File: src/rtl/strip_chart_pkg.sv
// strip_chart_pkg: shared state encoding, colours and ring addressing for the strip-chart renderer
package strip_chart_pkg;
  typedef logic [2:0] state_t;
  localparam state_t S_INIT_RING = 3'd0;
  localparam state_t S_INIT_PLOT = 3'd1;
  localparam state_t S_IDLE      = 3'd2;
  localparam state_t S_WR_SAMPLE = 3'd3;
  localparam state_t S_RD_ENTRY  = 3'd4;
  localparam state_t S_PIX_ROW   = 3'd5;
  localparam state_t S_NEXT_ROW  = 3'd6;
  localparam state_t S_PUBLISH   = 3'd7;
  localparam logic [15:0] RGB_BLACK   = 16'h0000;
  localparam logic [15:0] RGB_MAGENTA = 16'hF81F;
  function automatic logic [23:0] ring_addr(input logic [23:0] base, input logic [15:0] idx);
    return base + {6'd0, idx, 2'b00};
  endfunction
endpackage

File: src/rtl/strip_chart_burst_port.sv
// strip_chart_burst_port: single req/done sequencer for 4-word read and write bursts
module strip_chart_burst_port (
  input  logic             clk,
  input  logic             rst_n,
  input  logic             en,
  input  logic             i_start,
  input  logic             i_write,
  input  logic [23:0]      i_addr,
  input  logic [3:0][15:0] i_data,
  input  logic             i_rd_done,
  input  logic             i_wr_done,
  output logic             o_rd_req,
  output logic             o_wr_req,
  output logic [23:0]      o_addr,
  output logic [3:0][15:0] o_data,
  output logic             o_idle,
  output logic             o_done
);
  logic rd_req_q, rd_req_d, wr_req_q, wr_req_d, launch;
  logic [23:0] addr_q, addr_d;
  logic [3:0][15:0] data_q, data_d;
  assign o_idle = !rd_req_q && !wr_req_q;
  assign o_done = (rd_req_q && i_rd_done) || (wr_req_q && i_wr_done);
  assign launch = o_idle && i_start;
  // a single launch point keeps read and write requests mutually exclusive
  always_comb begin
    rd_req_d = en && (o_done ? 1'b0 : rd_req_q || (launch && !i_write));
    wr_req_d = en && (o_done ? 1'b0 : wr_req_q || (launch && i_write));
    addr_d = !en ? '0 : launch ? i_addr : addr_q;
    data_d = !en ? '0 : (launch && i_write) ? i_data : data_q;
  end
  always_ff @(posedge clk or negedge rst_n) begin
    if (!rst_n) begin
      rd_req_q <= 1'b0;
      wr_req_q <= 1'b0;
      addr_q <= '0;
      data_q <= '0;
    end else begin
      rd_req_q <= rd_req_d;
      wr_req_q <= wr_req_d;
      addr_q <= addr_d;
      data_q <= data_d;
    end
  end
  assign o_rd_req = rd_req_q;
  assign o_wr_req = wr_req_q;
  assign o_addr = addr_q;
  assign o_data = data_q;
endmodule

File: src/rtl/strip_chart_renderer.sv
// strip_chart_renderer: SDRAM ring of recent samples redrawn into LCD GRAM once per accepted sample
module strip_chart_renderer import strip_chart_pkg::*; #(
  parameter int N_POINTS = 600,
  parameter int PLOT_X0 = 12,
  parameter int PLOT_W = 220,
  parameter int PLOT_Y0 = 15,
  parameter int LINE_PITCH = 480,
  parameter int RING_BASE = 384000,
  parameter int DATA_W = 16,
  parameter int METRIC_W = 32,
  parameter logic [15:0] FG_COLOR = RGB_MAGENTA,
  parameter logic [15:0] BG_COLOR = RGB_BLACK
) (
  input  logic                clk,
  input  logic                rst_n,
  input  logic                en,
  input  logic                i_sample_valid,
  output logic                o_sample_ready,
  input  logic [DATA_W-1:0]   i_sample,
  input  logic [METRIC_W-1:0] i_metric,
  input  logic [2:0]          i_gain_shift,
  input  logic                i_mode,
  output logic                o_rd_req,
  input  logic                i_rd_done,
  output logic [23:0]         o_rd_addr,
  input  logic [15:0]         i_rd_data1,
  input  logic [15:0]         i_rd_data2,
  input  logic [15:0]         i_rd_data3,
  input  logic [15:0]         i_rd_data4,
  output logic                o_wr_req,
  input  logic                i_wr_done,
  output logic [23:0]         o_wr_addr,
  output logic [15:0]         o_wr_data1,
  output logic [15:0]         o_wr_data2,
  output logic [15:0]         o_wr_data3,
  output logic [15:0]         o_wr_data4,
  output logic [METRIC_W-1:0] o_max,
  output logic [METRIC_W-1:0] o_min,
  output logic                o_frame_done,
  output logic                o_busy
);
  localparam int IW = $clog2(N_POINTS + 1);
  localparam int GW = $clog2(PLOT_W / 4 + 1);
  localparam logic [IW-1:0] LAST_IDX = IW'(N_POINTS - 1);
  localparam logic [GW-1:0] LAST_GRP = GW'(PLOT_W / 4 - 1);
  localparam logic [23:0] ROW0 = 24'(PLOT_Y0 * LINE_PITCH + PLOT_X0);
  localparam logic [23:0] BASE = 24'(RING_BASE);
  typedef struct packed {
    state_t              state;
    logic [IW-1:0]       head, idx, rd_idx;
    logic [GW-1:0]       grp;
    logic [23:0]         row;
    logic [15:0]         sample, len;
    logic [47:0]         metric;
    logic [2:0]          gain;
    logic                mode;
    logic [METRIC_W-1:0] mx_acc, mn_acc, mx, mn;
    logic                done, ready, busy;
  } ctx_t;
  localparam ctx_t CTX_RST = '{state: S_INIT_RING, mn_acc: '1, mn: '1, default: '0};
  ctx_t ctx_q, ctx_d, nxt;
  logic port_idle, port_done, start, write, unused_ok;
  logic [23:0] addr, port_addr;
  logic [3:0][15:0] wdata, pix, port_data;
  logic [47:0] rd_m48;
  logic [METRIC_W-1:0] rd_m;
  logic [15:0] shifted, rd_len, p;
  function automatic logic [IW-1:0] inc(input logic [IW-1:0] x);
    return x == LAST_IDX ? '0 : x + IW'(1);
  endfunction
  always_comb begin
    rd_m48 = {i_rd_data2, i_rd_data3, i_rd_data4};
    rd_m = rd_m48[METRIC_W-1:0];
    shifted = i_rd_data1 >> ctx_q.gain;
    rd_len = shifted > 16'(PLOT_W) ? 16'(PLOT_W) : shifted;
    p = '0;
    pix = '0;
    for (int k = 0; k < 4; k++) begin
      p = 16'({ctx_q.grp, 2'b00}) + 16'(k);
      pix[k] = (ctx_q.mode ? (ctx_q.len != '0 && p == ctx_q.len - 16'd1) : p < ctx_q.len) ? FG_COLOR : BG_COLOR;
    end
    wdata = ctx_q.state == S_INIT_RING ? '0 :
            ctx_q.state == S_INIT_PLOT ? {4{BG_COLOR}} :
            ctx_q.state == S_WR_SAMPLE ? {ctx_q.metric[15:0], ctx_q.metric[31:16], ctx_q.metric[47:32], ctx_q.sample} : pix;
    addr = ctx_q.state == S_INIT_RING ? ring_addr(BASE, 16'(ctx_q.idx)) :
           ctx_q.state == S_WR_SAMPLE ? ring_addr(BASE, 16'(ctx_q.head)) :
           ctx_q.state == S_RD_ENTRY  ? ring_addr(BASE, 16'(ctx_q.rd_idx)) : ctx_q.row + 24'({ctx_q.grp, 2'b00});
    start = ctx_q.state inside {S_INIT_RING, S_INIT_PLOT, S_WR_SAMPLE, S_RD_ENTRY, S_PIX_ROW};
    write = ctx_q.state != S_RD_ENTRY;
  end
  always_comb begin
    nxt = ctx_q;
    nxt.done = 1'b0;
    case (ctx_q.state)
      S_INIT_RING: if (port_done) begin
        nxt.idx = inc(ctx_q.idx);
        if (ctx_q.idx == LAST_IDX) begin
          nxt.state = S_INIT_PLOT;
          nxt.row = ROW0;
          nxt.grp = '0;
        end
      end
      S_INIT_PLOT: if (port_done) begin
        nxt.grp = ctx_q.grp == LAST_GRP ? '0 : ctx_q.grp + GW'(1);
        if (ctx_q.grp == LAST_GRP) begin
          nxt.row = ctx_q.row + 24'(LINE_PITCH);
          nxt.idx = inc(ctx_q.idx);
          nxt.state = ctx_q.idx == LAST_IDX ? S_IDLE : S_INIT_PLOT;
        end
      end
      S_IDLE: if (i_sample_valid && ctx_q.ready) begin
        nxt.sample = 16'(i_sample);
        nxt.metric = 48'(i_metric);
        nxt.gain = i_gain_shift;
        nxt.mode = i_mode;
        nxt.mx_acc = '0;
        nxt.mn_acc = '1;
        nxt.state = S_WR_SAMPLE;
      end
      S_WR_SAMPLE: if (port_done) begin
        nxt.rd_idx = inc(ctx_q.head);
        nxt.idx = '0;
        nxt.row = ROW0;
        nxt.state = S_RD_ENTRY;
      end
      S_RD_ENTRY: if (port_done) begin
        nxt.len = rd_len;
        nxt.mx_acc = rd_m > ctx_q.mx_acc ? rd_m : ctx_q.mx_acc;
        nxt.mn_acc = rd_m < ctx_q.mn_acc ? rd_m : ctx_q.mn_acc;
        nxt.grp = '0;
        nxt.state = S_PIX_ROW;
      end
      S_PIX_ROW: if (port_done) begin
        nxt.grp = ctx_q.grp + GW'(1);
        nxt.state = ctx_q.grp == LAST_GRP ? S_NEXT_ROW : S_PIX_ROW;
      end
      S_NEXT_ROW: begin
        nxt.row = ctx_q.row + 24'(LINE_PITCH);
        nxt.rd_idx = inc(ctx_q.rd_idx);
        nxt.idx = inc(ctx_q.idx);
        nxt.state = ctx_q.idx == LAST_IDX ? S_PUBLISH : S_RD_ENTRY;
      end
      S_PUBLISH: begin
        nxt.mx = ctx_q.mx_acc;
        nxt.mn = ctx_q.mn_acc;
        nxt.done = 1'b1;
        nxt.head = inc(ctx_q.head);
        nxt.state = S_IDLE;
      end
      default: nxt.state = S_INIT_RING;
    endcase
    // ready trails frame_done by one cycle so the producer sees fresh extremes first
    nxt.ready = nxt.state == S_IDLE && !nxt.done;
    nxt.busy = nxt.state != S_IDLE;
    ctx_d = en ? nxt : CTX_RST;
  end
  always_ff @(posedge clk or negedge rst_n) begin
    if (!rst_n) ctx_q <= CTX_RST;
    else ctx_q <= ctx_d;
  end
  strip_chart_burst_port u_port (
    .clk(clk), .rst_n(rst_n), .en(en),
    .i_start(start), .i_write(write), .i_addr(addr), .i_data(wdata),
    .i_rd_done(i_rd_done), .i_wr_done(i_wr_done),
    .o_rd_req(o_rd_req), .o_wr_req(o_wr_req), .o_addr(port_addr), .o_data(port_data),
    .o_idle(port_idle), .o_done(port_done)
  );
  assign unused_ok = ^{rd_m48, port_idle};
  assign o_rd_addr = port_addr;
  assign o_wr_addr = port_addr;
  assign o_wr_data1 = port_data[0];
  assign o_wr_data2 = port_data[1];
  assign o_wr_data3 = port_data[2];
  assign o_wr_data4 = port_data[3];
  assign o_sample_ready = ctx_q.ready;
  assign o_busy = ctx_q.busy;
  assign o_frame_done = ctx_q.done;
  assign o_max = ctx_q.mx;
  assign o_min = ctx_q.mn;
endmodule

File: config.mk
export PLATFORM = sky130hd
export DESIGN_NAME = strip_chart_renderer
export DESIGN_NICKNAME = d
export VERILOG_FILES = /design/src/rtl/strip_chart_pkg.sv /design/src/rtl/strip_chart_burst_port.sv /design/src/rtl/strip_chart_renderer.sv
export SDC_FILE = /design/constraint.sdc
export NUM_CORES = 1
export LEC_CHECK = 0
export ABC_AREA = 0
export BUFFER_PORTS_ARGS = -buffer_cell sky130_fd_sc_hd__buf_4
export CORE_MARGIN = 2
export CORE_UTILIZATION = 52
export CTS_CLUSTER_SIZE = 30
export DETAILED_ROUTE_END_ITERATION = 10
export PLACE_DENSITY_LB_ADDON = 0.05
export SYNTH_ARGS = -nofsm -noshare
export SYNTH_HDL_FRONTEND = slang
export SYNTH_SLANG_ARGS = --single-unit
File: constraint.sdc
create_clock -name clk -period 2.5 [get_ports clk]
set_input_delay 0 -clock clk [delete_from_list [all_inputs] [get_ports clk]]
set_output_delay 0 -clock clk [all_outputs]
set_load 0.1 [all_outputs]
== Word-level counts from Yosys, hierarchy flattened ==
Index checks and enable logic that the tools add are counted.

* Bits of input ports: 122
* Register bits: 368
* Output and inout port bits: 181
* Word-level logic and storage cells: 182

* Shifts and indexed selects: 1
* Magnitude comparators: 7
* Add/subtract/negate cells: 13
* Equal/unequal tests: 39
* Multiplexer cells: 65
* Reduce and logical (&&, ||, !) cells: 32

{| class="wikitable"
|+ Operators by type and width
! cell !! number
|-
| two-way mux 64 bit || 6
|-
| two-way mux 278 bit || 1
|-
| two-way mux 24 bit || 7
|-
| two-way mux 16 bit || 9
|-
| one-hot mux 64 bit (2 select lines) || 1
|-
| two-way mux 116 bit || 1
|-
| one-hot mux 24 bit (4 select lines) || 1
|-
| two-way mux 30 bit || 3
|-
| two-way mux 10 bit || 7
|-
| two-way mux 65 bit || 1
|-
| two-way mux 32 bit || 2
|-
| adder 19 x 12 -> 20 bit (first input constant) || 3
|-
| two-way mux 52 bit || 1
|-
| equality test 9 x 16 -> 1 bit || 3
|-
| less-than comparator 9 x 16 -> 1 bit || 3
|-
| one-hot mux 10 bit (4 select lines) || 1
|-
| greater-than comparator 32 bit || 1
|-
| less-than comparator 32 bit || 1
|-
| adder 10 x 1 -> 10 bit (second input constant) || 3
|-
| equality test 10 bit (second input constant) || 3
|-
| != test 3 x 2 -> 1 bit (second input constant) || 10
|-
| adder 24 x 8 -> 24 bit || 1
|-
| adder 24 x 9 -> 24 bit (second input constant) || 1
|-
| two-way mux 3 bit || 8
|-
| 33 further kinds || 79
|}

== Logic depth before layout (Yosys ltp) ==
Gate-level depths: netlist of the first run.

* Word-level depth: 10
* Depth in mapped cells: 10
* Gate-level depth less buffers: 9

== Cells and area by module ==
Synthesis of the first run repeated with hierarchy kept, for this count alone.

* Cell total of the unflattened synthesis: 2,228
* Area, all modules: 20,193.1 µm²

{| class="wikitable"
|+ By module, submodules not included
! module !! area each (µm²) !! sequential area each (µm²) !! instances !! cells each
|-
| strip_chart_renderer || 16,104.2 || 6,536.3 || 1 || 1,836
|-
| strip_chart_burst_port || 4,088.9 || 2,252.2 || 1 || 392
|}

== Worst setup path before layout of the first run ==
OpenSTA, ideal clock, no wires.

* Path type: reg2reg
* Start point: reg u_port.rd_req_q, in the netlist u_port.o_rd_req
* End point: reg ctx_q[223] in the netlist's numbering
* Clock period less this slack: 3.008 ns
* Slack: -0.508 ns
* Data arrival time: 2.872 ns
* Setup time: 0.137 ns
* Path buffers: 2
* Required time: 2.363 ns
* Stages on the path, launching flop included: 10
* Path through: dfrtp_1 buf_2 a22o_1 nand2b_1 o311a_1 a31o_2 clkbuf_1 or4_1 xor2_1 nor2_1

* Longest elaborated chain between the ends: 4
* Elaborated cells between the ends (all ways): 6
* Those cells by class: eq/ne (3); reduce/logical (3)

{| class="wikitable"
|+ Ends and longest elaborated chain
! what !! RTL line !! text
|-
| start: declaration || strip_chart_burst_port.sv:19 || <nowiki>logic rd_req_q, rd_req_d, wr_req_q, wr_req_d, launch;</nowiki>
|-
| start signal: assignment || strip_chart_burst_port.sv:39 || <nowiki>rd_req_q <= rd_req_d;</nowiki>
|-
| logical AND 1 bit (*) || strip_chart_burst_port.sv:23 || <nowiki>assign o_done = (rd_req_q && i_rd_done) || (wr_req_q && i_wr_done);</nowiki>
|-
| logical OR 1 bit (*) || strip_chart_burst_port.sv:23 ||
|-
| != test 3 x 2 -> 1 bit (no source line) || -- ||
|-
| AND reduction 6 bit (no source line) (*) || -- ||
|-
| end signal: assignment || strip_chart_renderer.sv:159 || <nowiki>else ctx_q <= ctx_d;</nowiki>
|-
| end: declaration || strip_chart_renderer.sv:61 || <nowiki>ctx_t ctx_q, ctx_d, nxt;</nowiki>
|}

Mark *: on every way between the ends. The rest lies on a longest branch, timed or not.
A chain may end at the register's enable or synchronous reset.

== Final worst setup path of the first run ==
* Start point: reg ctx_q[95] in the netlist's numbering
* End point: reg ctx_q[74] in the netlist's numbering

* Longest elaborated chain between the ends: 3

{| class="wikitable"
|+ Ends and longest elaborated chain
! what !! RTL line !! text
|-
| less-than comparator 32 bit || strip_chart_renderer.sv:129 || <nowiki>nxt.mn_acc = rd_m < ctx_q.mn_acc ? rd_m : ctx_q.mn_acc;</nowiki>
|-
| != test 3 x 2 -> 1 bit (no source line) || -- ||
|-
| AND reduction 4 bit (no source line) || -- ||
|}

Every way passes these cells.

==> results of run 1 <==
[tightest hold or removal path, stage by stage]
cell	delay, ns
buf_4	0.07
mux4_2	0.22
mux2i_1	0.10
o21ai_0	0.18
[repair_timing]
action	in CTS	in global routing
gates resized for setup	18	97
hold endpoints to repair	413	0
setup endpoints to repair	67	100
pin swaps	4	80
buffers inserted	2	6
hold buffers	90	0
cloned	0	4
[cell families after synthesis]
| kind of cell | count (synthesis) | share of synthesized area (%) |
|---|---|---|
| multiplexers | 30 | 1.96 |
| flip-flops | 332 | 45.4 |
| AO/OA/AOI/OAI | 564 | 18.2 |
| XOR/XNOR | 52 | 2.46 |
| AND/OR/NAND/NOR | 701 | 16.9 |
| adder cells (fa/ha/maj) | 88 | 6.00 |
| buffers and inverters | 342 | 9.07 |
| other | 1 | 0.0203 |
[power by group through the flow]
stage               sequential (mW)  clock (mW)  combinational, mW
floorplan                      5.67           0              0.531
global placement               5.57           0               1.14
detailed placement             5.57           0               1.15
CTS                            5.48        6.03               1.28
global route                   5.48        6.23               1.41
finish                         5.48        5.92               1.31
[cells in the mapped netlist, types with 4 or more instances]
cell	number	share of area, %
nand2_1	392	8.0
dfrtp_1	268	36
o21ai_0	212	5.7
a21oi_1	162	4.4
inv_1	119	2.4
nor2_1	109	2.2
clkbuf_1	108	2.2
buf_4	104	4.2
ha_1	87	5.9
dfstp_2	64	9.1
o211ai_1	48	1.9
nand3_1	36	0.97
o22a_1	32	1.5
xor2_1	32	1.5
nor3_1	31	0.84
nand4_1	28	0.95
xnor2_1	20	0.95
mux2i_1	17	0.92
nand2b_1	14	0.47
and2_1	12	0.41
nor2b_1	12	0.41
o21ai_1	12	0.32
o31ai_1	12	0.49
nor4_1	11	0.37
or3_1	11	0.37
a211oi_1	9	0.37
a21o_1	9	0.37
a31oi_1	9	0.30
and3_1	9	0.30
mux2_2	9	0.55
o22ai_1	9	0.30
buf_1	8	0.16
o21a_1	8	0.32
or4_1	7	0.28
a22oi_1	6	0.24
and4_1	6	0.28
or2_2	5	0.17
mux4_2	4	0.49
[worst min-delay path by stage]
stage	to	depth (start not counted)	slack [ns]
after global placement	u_port.o_addr[17]	1	-0.04
after detailed placement	u_port.o_addr[17]	1	-0.03
after floorplan	ctx_q[100]	0	-0.30
final	ctx_q[183]	4	0.09
after CTS	ctx_q[183]	4	0.07
after global routing	ctx_q[183]	4	0.14
[metrics by stage]
stage          instance area (um2)  utilization (%)
2_1_floorplan                18500                -
3_3_place_gp                 21000             59.5
3_5_place_dp                 21000             59.5
4_1_cts                      23300             66.0
5_1_grt                      23800             67.3
6_report                     23800             67.3
[cell type report]
class,instances,area (um2),share of cell area (%)
Multi-Input combinational cell,1441,8860,37.3
Sequential cell,332,8400,35.3
Timing Repair Buffer,490,4160,17.5
Clock buffer,50,1090,4.58
Tap cell,461,577,2.43
Inverter,120,453,1.91
Clock inverter,19,231,0.974
Antenna cell,1,2.50,0.0105
[per-layer routing]
metal / up-vias / share of wire, % / GRT usage [%]
li1: 7826 / - / -
met1: 8029 / 43 / 37.9
met2: 513 / 48 / 46.6
met3: 97 / 5.3 / 3.91
met4: 0 / 3.2 / 9.60
met5: - / 0 / 0
[sequential cells by signal, indices dropped and copies added (netlist names)]
register and flops:
o_sample_ready 1, u_port.o_addr 23, ctx_q 191, o_frame_done 1, o_busy 1, u_port.o_wr_req 1, u_port.o_data 49, o_max 32
o_min 32, u_port.o_rd_req 1
==> impl_summary.md, run 1 <==
Status
The flow ran to the end, and the final reports show no timing, DRC or antenna violations.

Die
The floorplan die height is roughly 190 um. In this run the horizontal extent of the chip is 193 um. For this design the top-level I/O count stands at about 300. The region available for standard cell placement spans roughly 35,000 um2. The initial utilization of the core area, before any placement, comes to 52.4%. The floorplan step defined a die boundary enclosing between 30,000 and 40,000 um2. In this run the core area contains about 70 standard-cell rows.

Detailed routing
The number of detailed-route iterations in the first pass is 5. The post-detailed-route via-to-cell ratio is around 5.7. The initial detailed-routing violation count is between 900 and 1k. In the final routed layout, each cell accounts on average for ~18 um. The number of vias after detailed routing is between 15k and 20k. The count of unresolved DRC violations after routing is 0.

Once detail routing completed, the nets flagged for antenna violations numbered 0. After detailed routing, the total wire length is 53,300 um.

Worst setup path
The startpoint of the worst-slack reg-to-reg timing path is ctx_q[95]. The worst setup path endpoint is ctx_q[74]. The type of the worst setup path is reg2reg.

The top fanout value on the critical path is 8. The critical path runs through a total of 10 cells. The worst path arrival time is 2.96 ns. The launching element type of the critical path is a flip-flop. The cell count of the worst reg-to-reg path is 10. The required time reported for the critical path endpoint is 2.96 ns.

Counting both buffers and inverters, the worst setup path holds a total of 2. The largest single stage delay on the critical path is 0.53 ns. The critical path goes through inv_1 -> ha_1 -> nand4_1 -> nor2_4 -> o221ai_1 -> a22oi_2 -> a31oi_4 -> o21ba_4 -> clkbuf_16 -> o22a_1. The slack of the worst reg-to-reg path is about 0.00030 ns. The endpoint type of the worst setup path is a flip-flop. On the critical path, the stage with the largest delay is an instance of dfstp_2.

The endpoint of the worst-slack reg-to-reg timing path is ctx_q[74]. The cell family contributing the most delay on the critical path is compound AO/OA/AOI/OAI gates. The worst setup path startpoint is ctx_q[95].

STA
The max-slew violation count is 0. The worst path meets setup with around 0.00030 ns of slack. The count of final hold-check violations is 0. At the pin with the least slew margin, the transition time is roughly 1 ns.

Setup repair after global routing could not meet its margin everywhere. For the final routed database, the setup TNS stands at 0 ns. Setup violations remaining at the end of the flow were counted as 0.

The clock period minus final worst setup slack is around 2.5 ns. For this run, the top clock speed supported by timing is roughly 0.4 GHz. The worst slew margin relative to its limit is between 30% and 40%. The final critical path takes up ~100% of the cycle. Across the routed clock network, the largest skew measured is about 0.019 ns. The tightest hold path in the finished design has a slack of ~0.089 ns.

Final layout
The net count of the finished layout is about 2.6k. The most frequent standard cell in the layout excluding fill and tap cells is nand2_1. Compared with the post-synthesis result, the final layout area differs by 28.5%. The layout cell share with drive strength beyond 1 is between 20% and 30%. In the layout the commonest cells are nand2_1, buf_4, dfrtp_1, o21ai_0, a21oi_1. The finished layout holds just under 3k standard cells, fillers aside. Fill cells in the final layout number roughly 2.9k.

Place
In this run the tool buffered the top-level ports with 280 buffer cells. Routability-driven placement finished with a final weighted congestion of 0.895. Once detailed placement completed, the half-perimeter wirelength came to 36,400 um.

The worst setup slack after placement is -0.117 ns. In this run, placement finished with an instance count of approximately 2.7k.

Yosys
The most frequently used flop master after synthesis is dfrtp_1. The share of flip-flops with an asynchronous set or reset after synthesis is 100%. The post-synthesis sequential element count is around 330. The number of instances in the synthesized netlist is 2,110. Synthesis instantiated 73 different standard cells from the library. After synthesis the cells add up to 18,500 um2.

The number of warnings issued by yosys is 0. The synthesized area per cell is 8.76 um2. The share of the yosys chip area belonging to registers is between 40% and 50%. In this run, synthesis inferred 0 flip-flops with an integrated enable.

CTS
Clock-pin slew was measured on the worst setup and hold paths at ~0.060 ns. The maximum root-to-sink buffer count is 3. For the worst-skew pair, the clock arrives at the later sink with an insertion delay of 0.54 ns. Buffers inserted during clock tree synthesis total 39.

The tree is rooted in a clkbuf_16. The H-tree level count is 2. The clock sink count is between 300 and 400. TritonCTS built the clock tree.

Power
The static power due to leakage is between 10 and 15 nW. The sum of internal, switching and leakage power is 12.7 mW. The analysis attributes to net switching a power of approximately 3.2 mW.

The sequential share of power is between 40% and 50%. Power spread over the standard cell area amounts to between 500 and 600 nW/um2. The worst voltage drop across the vdd grid is 0.469 mV. The design internal power is 9.48 mW. The switching fraction of total power is between 20% and 30%. The clock share of power is between 40% and 50%. The portion of total power attributed to combinational logic is about a tenth.

Min path
In this run the most critical hold path is launched from i_rd_data1[0]. The min-delay analysis places its worst path in the category in2reg.

GRT
The number of global-route vias before repair came to roughly 16k. The initial antenna violation count came to 0. For this run, the total global-route usage over all layers was measured as roughly 28%. Entering global routing, the biggest net connects 85 pins. For this run the aggregate overflow at the end of global routing stands at 0. The first global-routing pass estimated 83,000 um of wire.

Flow run
The count of max-cap constraint violations is 0.
Note: power is estimated with default switching activity, not from simulation.
==> inputs of run 2 (changes only) <==
--- a/config.mk
+++ b/config.mk
@@ -8,6 +8,8 @@
 export ABC_AREA = 0
 export BUFFER_PORTS_ARGS = -buffer_cell sky130_fd_sc_hd__buf_4
+export CELL_PAD_IN_SITES_DETAIL_PLACEMENT = 1
+export CELL_PAD_IN_SITES_GLOBAL_PLACEMENT = 2
 export CORE_MARGIN = 2
-export CORE_UTILIZATION = 52
+export CORE_UTILIZATION = 31
 export CTS_CLUSTER_SIZE = 30
 export DETAILED_ROUTE_END_ITERATION = 10
==> constraint.sdc (replaced) <==
create_clock -name clk -period 2.5 [get_ports clk]
set_input_delay 0 -clock clk [delete_from_list [all_inputs] [get_ports clk]]
set_output_delay 0 -clock clk [all_outputs]
set_load 0.05 [all_outputs]
==> impl_summary.md, run 2 (synthesized netlist as in run 1, its figures left out) <==
CTS
The CTS tree is yes. The H-tree level count is 2 (unchanged). The total CTS buffers is 42 (+7.7%).

The insertion delay of the later-clocked pin in the worst-skew pair is 0.57 ns (+0.03 ns). The maximum root-to-sink buffer count was 3 (unchanged). The clock slew seen by the registers of the worst setup and hold paths was 0.06 ns (about the same). The clock sink count was 332 (unchanged). The root buffer cell is clkbuf_16.

GRT
The remaining global-route overflow came to 0 (unchanged). The pin count of the biggest net entering global routing is 75 (-12%). The total track usage is 21.4% (-6.7 points). The number of global-route vias before repair is 17.6k (+10%). The wire length of the first global-routing pass is 102,000 um (+24%). The initial antenna violation count is 0 (unchanged).

Place
The number of buffers inserted by port buffering is 280 (unchanged). The post-DP HPWL is 47,200 um (+29%). The placer congestion estimate came to 0.856 (-4.4%).

Worst setup path
The worst path arrival time is 3.12 ns (+0.16 ns). STA classifies the critical path endpoint as a flip-flop. The type of the worst setup path is reg2reg. On the critical path the largest part of the delay comes from simple AND/OR/NAND/NOR gates. The highest cell delay on the worst timing path is 0.59 ns (+0.06 ns). The most prevalent standard cell on the critical path is buf_4. The required time reported for the critical path endpoint came to 2.99 ns (+0.03 ns). The slowest stage of the critical path belongs to the cell or4_4. The launching element type of the critical path is a flip-flop.

Traced cell by cell, the critical path runs through or4_4 -> nor4_4 -> buf_4 -> nand3_4 -> a2111oi_4 -> buf_4 -> buf_6 -> a32oi_4 -> o21ai_1. The worst path buffer plus inverter count came to 3 (+1). The top fanout value on the critical path is 5 (-3).

Power
The worst voltage drop across the vdd grid is 0.413 mV (-12%). The static power due to leakage is 11.4 nW (+4.3%). The power density normalized to cell area came to 520 nW/um2 (-2.8%). The sum of internal, switching and leakage power came to 13.0 mW (+2.5%).

Die
The floorplan die height was 248 um (+29%). The initial core utilization was 31.3% (-21 points). The placeable core area is 59,000 um2 (+67%).

The number of placement rows came to 89 (+29%). The number of primary I/O pins is 303 (unchanged). The overall die area is 61,600 um2 (+66%).

The die boundary width is 248 um (+29%).

STA
The smallest hold slack is -0.0364 ns (-0.126 ns). The worst slew margin relative to its limit came to 48.5% (+16 points). The maximum operating frequency is 0.380 GHz (-5.0%). The part of the cycle the worst path needs came to 105% (+5.2 points). The count of final hold-check violations came to 2 (+2).

The clock period minus final worst setup slack is 2.63 ns (+0.131 ns). The max-slew violation count is 0 (unchanged). The setup slack after layout is -0.131 ns (-0.131 ns). The transition time of the tightest slew-check pin was 0.773 ns (-0.237 ns). The final number of setup-violating endpoints is 63 (+63). The total negative setup slack came to -4.61 ns (-4.61 ns). The clock skew is 0.0119 ns (-0.00758 ns). Setup repair after global routing could not meet its margin everywhere.

Detailed routing
The number of detailed-route iterations in the first pass is 5 (unchanged). The number of vias after detailed routing is 16.6k (+0.81%). The remaining antenna violation count is 0 (unchanged). The initial detailed-routing violation count came to 595 (-36%). The post-detailed-route via-to-cell ratio is 5.02 (-11%). The average wire per standard cell was 20.4 um (+11%).

The sum of routed wire length over all layers is 67,300 um (+26%). The count of unresolved DRC violations after routing is 0 (unchanged).

Min path
The kind of path behind the tightest hold check is in2async.

Status
The flow ran to the end, but the final reports show violations. The final reports fail on negative hold slack, negative setup slack.

Final layout
The final core utilization came to 42.4% (-25 points). The net count of the finished layout was 2,709 (+2.8%). The area added between synthesis and finish is 35.5%. The layout cell share with drive strength beyond 1 is 29.2% (+3.9 points).

The antenna diode count came to 0 (-1). The most frequent standard cell in the layout excluding fill and tap cells is buf_4. The number of flip-flops under the largest register name came to 191 (unchanged). The register with the highest flop count is ctx_q. In the layout the commonest cells are buf_4, nand2_1, dfrtp_1, a21oi_1, o21ai_0.

Flow run
The count of max-cap constraint violations is 0 (unchanged).
run 2: cell types whose count changed in the layout (fill, tap and decap cells not counted), sizes merged, moves of 2 or more:
cell | before | now
dlygate4sd3 | 90 | 88
bufinv | 5 | 2
inv | 123 | 121
buf | 398 | 470
clkbuf | 52 | 64
run 2: metal layers:
| layer | wire length (um) | up-vias | global-route usage [%] |
|---|---|---|---|
| met5 | 0 | - | 0 |
| li1 | - | 7969 | - |
| met2 | 33800 | 226 | 37.2 |
| met3 | 2030 | 87 | 2.79 |
| met1 | 29800 | 8317 | 27.9 |
| met4 | 1620 | 0 | 5.79 |
run 2: worst paths after layout:
| check | start | to | slack [ns] | depth (start not counted) |
|---|---|---|---|---|
| max | ctx_q[184] | u_port.o_data[46] | -0.13 | 9 |
| min | rst_n | u_port.o_addr[19] | -0.04 | 2 |
| max reg2reg | ctx_q[184] | u_port.o_data[46] | -0.13 | 9 |
| min reg2reg | u_port.o_data[63] | u_port.o_data[63] | 0.48 | 2 |
| max in group asynchronous | rst_n | o_min[31] | 1.53 | 3 |
| min in group clk | i_rd_data1[9] | ctx_q[189] | 0.08 | 6 |
run 2: stage by stage:
step / worst slack, ns / instances / hold WS (ns) / instance area, um2
floorplan: -0.0000395 / 2115 / -0.296 / 18500
global placement: -0.157 / 3110 / 0.0348 / 21800
detailed placement: -0.188 / 3110 / 0.0227 / 21800
CTS: -0.0581 / 3286 / 0.0106 / 24500
global route: -0.212 / 3304 / 0.0286 / 25100
finish: -0.131 / 3304 / -0.0364 / 25100
run 2: final cells by class:
| class | count | area [um2] |
|---|---|---|
| fillers | 6751 | 34000 |
| well taps | 773 | 967 |
| clock inverters | 15 | 134 |
| clock buffers | 61 | 1270 |
| multi-input cells | 1442 | 9090 |
| repair buffers | 561 | 4740 |
| flip-flops and latches | 332 | 8390 |
| inverters | 120 | 453 |
run 2: repair_timing:
item                                    4_1_cts  5_1_grt
setup buffers                                 9       14
pin swaps                                    10       44
endpoints found under the hold margin       346        0
hold buffers                                 88        0
endpoints found under the setup margin      101      124
cloned                                        3        5
resized for setup                            85      114
run 2: where the power goes:
part,internal [mW],switching (mW)
clock,3.73,2.51
sequential,5.42,0.0554
combinational,0.522,0.781
total,9.68,3.34
==> inputs of run 3 (changes only) <==
- ABC_AREA: 0 -> 1
- CORE_UTILIZATION: 31 -> 30
==> impl_summary.md, run 3 <==
Worst setup path
The cell count of the worst reg-to-reg path is 15 (+6). Traced cell by cell, the critical path runs through inv_1 -> ha_1 -> nand2_1 -> inv_1 -> nand3_1 -> nor3_1 -> nand2_1 -> nand2_1 -> nand3_1 -> nand2_1 -> nand2_1 -> nand2_1 -> buf_4 -> nand2_1 -> nand2_1. The most prevalent standard cell on the critical path is nand2_1. The required time reported for the critical path endpoint is 3.01 ns (+0.02 ns). STA classifies the critical path startpoint as a flip-flop. The top fanout value on the critical path was 10 (+5). STA classifies the critical path endpoint as a flip-flop. The highest cell delay on the worst timing path came to 0.53 ns (-0.06 ns).

The slack of the worst reg-to-reg path is 0.18 ns (+0.31 ns). The slowest library cell on the worst path is dfstp_2. The endpoint of the worst-slack reg-to-reg timing path is ctx_q[89]. The cell depth of the worst setup path is 15 (+6). The largest delay contributor family on the critical path is simple AND/OR/NAND/NOR gates. The worst path buffer plus inverter count is 3 (unchanged). The type of the worst setup path is reg2reg. The startpoint of the worst-slack reg-to-reg timing path is ctx_q[82]. The worst path arrival time is 2.84 ns (-0.28 ns).

Yosys
The top-area cell type share of the netlist area is 35.3% (-1.0 points). The area of the mapped netlist is 19,000 um2 (+2.8%). The number of instances in the synthesized netlist is 2,498 (+18%). The distinct cell type count after synthesis is 47 (-36%). The most common cell in the synthesized netlist is nand2_1.

The number of enable-type register cells in the synthesized netlist is 0 (unchanged). The share of flip-flops with an asynchronous set or reset after synthesis came to 100% (unchanged). The synthesized area per cell is 7.61 um2 (-13%). The number of warnings issued by yosys is 0 (unchanged).

The post-synthesis sequential element count is 332 (unchanged). Yosys attributes the largest share of cell area to dfrtp_1, nand2_1, dfstp_2. The cell type with the highest aggregate area in the netlist is dfrtp_1. The share of the yosys chip area belonging to registers is 44.1% (-1.3 points). After synthesis, the most frequently instantiated cells are nand2_1, dfrtp_1, inv_1, nand3_1, nor2_1. For this run, the leading register cell type out of synthesis is dfrtp_1.

STA
The worst slew margin relative to its limit is 52.0% (+3.5 points). The max-slew violation count is 0 (unchanged). The part of the cycle the worst path needs is 92.9% (-12 points). The count of final hold-check violations is 0 (-2). The maximum operating frequency is 0.430 GHz (+13%). The smallest hold slack was 0.0438 ns (+0.0802 ns). The setup slack after layout is 0.177 ns (+0.307 ns). The clock skew is 0.0135 ns (+0.00159 ns). The transition time of the tightest slew-check pin is 0.714 ns (-0.0589 ns). The final number of setup-violating endpoints is 0 (-100%). The clock period minus final worst setup slack was 2.32 ns (-0.307 ns).

Power
The sequential share of power came to 40.8% (-1.3 points). The portion of total power attributed to combinational logic is 12.1% (+2.1 points). The power density normalized to cell area is 562 nW/um2 (+8.1%). The switching power is 3.75 mW (+12%). The design internal power is 10.0 mW (+3.5%).

The static power due to leakage is 12.0 nW (+5.5%). The switching fraction of total power was 27.3% (+1.6 points). The worst voltage drop across the vdd grid is 0.424 mV (+2.9%). The clock share of power is 47.0% (-0.9 points).

CTS
The clock slew seen by the registers of the worst setup and hold paths is 0.06 ns (about the same). The insertion delay of the later-clocked pin in the worst-skew pair is 0.58 ns (about the same). The maximum root-to-sink buffer count is 3 (unchanged). The total CTS buffers is 44 (+4.8%). The H-tree level count is 2 (unchanged).

Clock tree synthesis selected as its root buffer the cell clkbuf_16. The clock sink count came to 332 (unchanged). The CTS tree is yes.

Detailed routing
The detailed-route wire length on metal 1 is 31,300 um (+5.1%). The initial detailed-routing violation count came to 842 (+42%). The number of detailed-route iterations in the first pass is 5 (unchanged). The number of vias after detailed routing is 17.6k (+6.0%). The remaining antenna violation count came to 0 (unchanged). The sum of routed wire length over all layers is 68,200 um (+1.4%). The count of unresolved DRC violations after routing is 0 (unchanged). The post-detailed-route via-to-cell ratio is 4.75 (-5.4%). The met2 wire length is 32,900 um (-2.7%). The routed wire length on met3 is 2080 um (+2.8%). The average wire per standard cell came to 18.4 um (-9.6%). The highest layer used for signal routing is met5.

Place
The total placed cells including tap cells is 3,515 (+13%). The number of buffers inserted by port buffering is 280 (unchanged). The post-DP HPWL is 49,500 um (+5.0%). The placer congestion estimate was 0.844 (-1.4%). The worst setup slack after placement is 0.0819 ns (+0.270 ns). The area of placed instances was 21,900 um2 (+0.30%).

GRT
The wire length of the first global-routing pass came to 109,000 um (+6.6%). The number of global-route vias before repair is 19.0k (+7.8%). The pin count of the biggest net entering global routing is 74 (-1.3%). The total track usage is 20.9% (-0.51 points). The remaining global-route overflow came to 0 (unchanged). The initial antenna violation count is 3 (+3).

Final layout
The final non-filler cell area is 24,500 um2 (-2.2%). The final core utilization was 39.0% (-3.5 points). The layout cell share with drive strength beyond 1 is 19.4% (-9.7 points).

The number of non-filler instances in the completed layout is 3,704 (+12%). From synthesis to final layout, the design area changed by 28.8%. The net count of the finished layout is 3,034 (+12%). The library cell used most frequently in the layout, excluding fill and tap cells, is nand2_1. The layout filler cell count came to 7,669 (+14%). In the layout the commonest cells are nand2_1, buf_4, dfrtp_1, inv_1, nand3_1.

The register with the highest flop count is ctx_q. The number of flip-flops under the largest register name is 191 (unchanged).

Die
The placeable core area is 62,900 um2 (+6.5%). The floorplan die height is 256 um (+3.0%). The number of primary I/O pins is 303 (unchanged). The number of placement rows is 92 (+3.4%). The die boundary width is 256 um (+3.0%). The overall die area was 65,400 um2 (+6.2%). The initial core utilization was 30.2% (-1.1 points).

Flow run
The count of max-cap constraint violations was 0 (unchanged).

Min path
The min-delay analysis places its worst path in the category in2reg. The critical hold path startpoint is i_rd_data1[7]. The worst hold path passes through 7 cells. The destination of the worst hold path is ctx_q[190].

Status
The flow ran to the end, and the final reports show no timing, DRC or antenna violations.
==> run 3: cell type report <==
type                       count  area (um2)  share of cell area [%]
clock buffer                  64        1260                    5.13
tap                          846        1060                    4.32
inverter                     289        1090                    4.44
sequential                   332        8390                    34.3
antenna                        2        5.00                  0.0204
clock inverter                14         204                   0.833
timing repair buffer         481        4040                    16.5
multi-input combinational   1676        8450                    34.5
==> run 3: per-layer routing <==
| layer | GRT usage (%) | up-vias |
|---|---|---|
| li1 | - | 8649 |
| met1 | 27.2 | 8584 |
| met2 | 35.9 | 274 |
| met3 | 2.79 | 87 |
| met4 | 6.50 | 2 |
| met5 | 0 | - |
==> run 3: kinds of logic after synthesis <==
family                     after synthesis  synth area share [%]
other                                    1                0.0197
DFF                                    332                  44.1
AOI/OAI and AO/OA                      396                  11.4
and+or+nand+nor                       1161                  25.5
adders and majority gates               88                  5.83
xor gates and xnor gates                25                  1.15
buffers and inverters                  495                  11.9
==> run 3: worst register-to-register path, cell delays in order, from the launching register on <==
cell	delay [ns]
dfstp_2	0.53
inv_1	0.06
ha_1	0.30
nand2_1	0.07
inv_1	0.05
nand3_1	0.09
nor3_1	0.16
nand2_1	0.08
nand2_1	0.13
nand3_1	0.10
nand2_1	0.08
nand2_1	0.10
nand2_1	0.15
buf_4	0.21
nand2_1	0.08
nand2_1	0.07
==> run 3: power by group through the flow <==
stage,Combinational (mW),Clock [mW],Sequential (mW)
2_1_floorplan,0.796,0,5.77
3_3_place_gp,1.55,0,5.71
3_5_place_dp,1.58,0,5.71
4_1_cts,1.71,6.73,5.62
5_1_grt,1.86,6.92,5.64
6_report,1.67,6.48,5.62
==> run 3: how the worst max path moves through the flow <==
| stage | to | startpoint |
|---|---|---|
| CTS | u_port.o_data[43] | ctx_q[183] |
| floorplan | ctx_q[231] | u_port.o_rd_req |
| global placement | u_port.o_data[43] | ctx_q[183] |
| finish | ctx_q[89] | ctx_q[82] |
| detailed placement | u_port.o_data[43] | ctx_q[183] |
| global route | ctx_q[89] | ctx_q[82] |
==> run 3: stage by stage <==
step / total power [mW] / TNS [ns]
2_1_floorplan: 6.56 / 0
3_3_place_gp: 7.26 / 0
3_5_place_dp: 7.29 / 0
4_1_cts: 14.1 / 0
5_1_grt: 14.4 / -0.00910
6_report: 13.8 / 0
==> run 3: what timing repair did <==
action | in CTS | in global routing
hold buffers | 108 | 0
gates resized for setup | 0 | 16
buffers inserted | 0 | 1
endpoints found under the setup margin | 0 | 65
hold endpoints to repair | 386 | 0
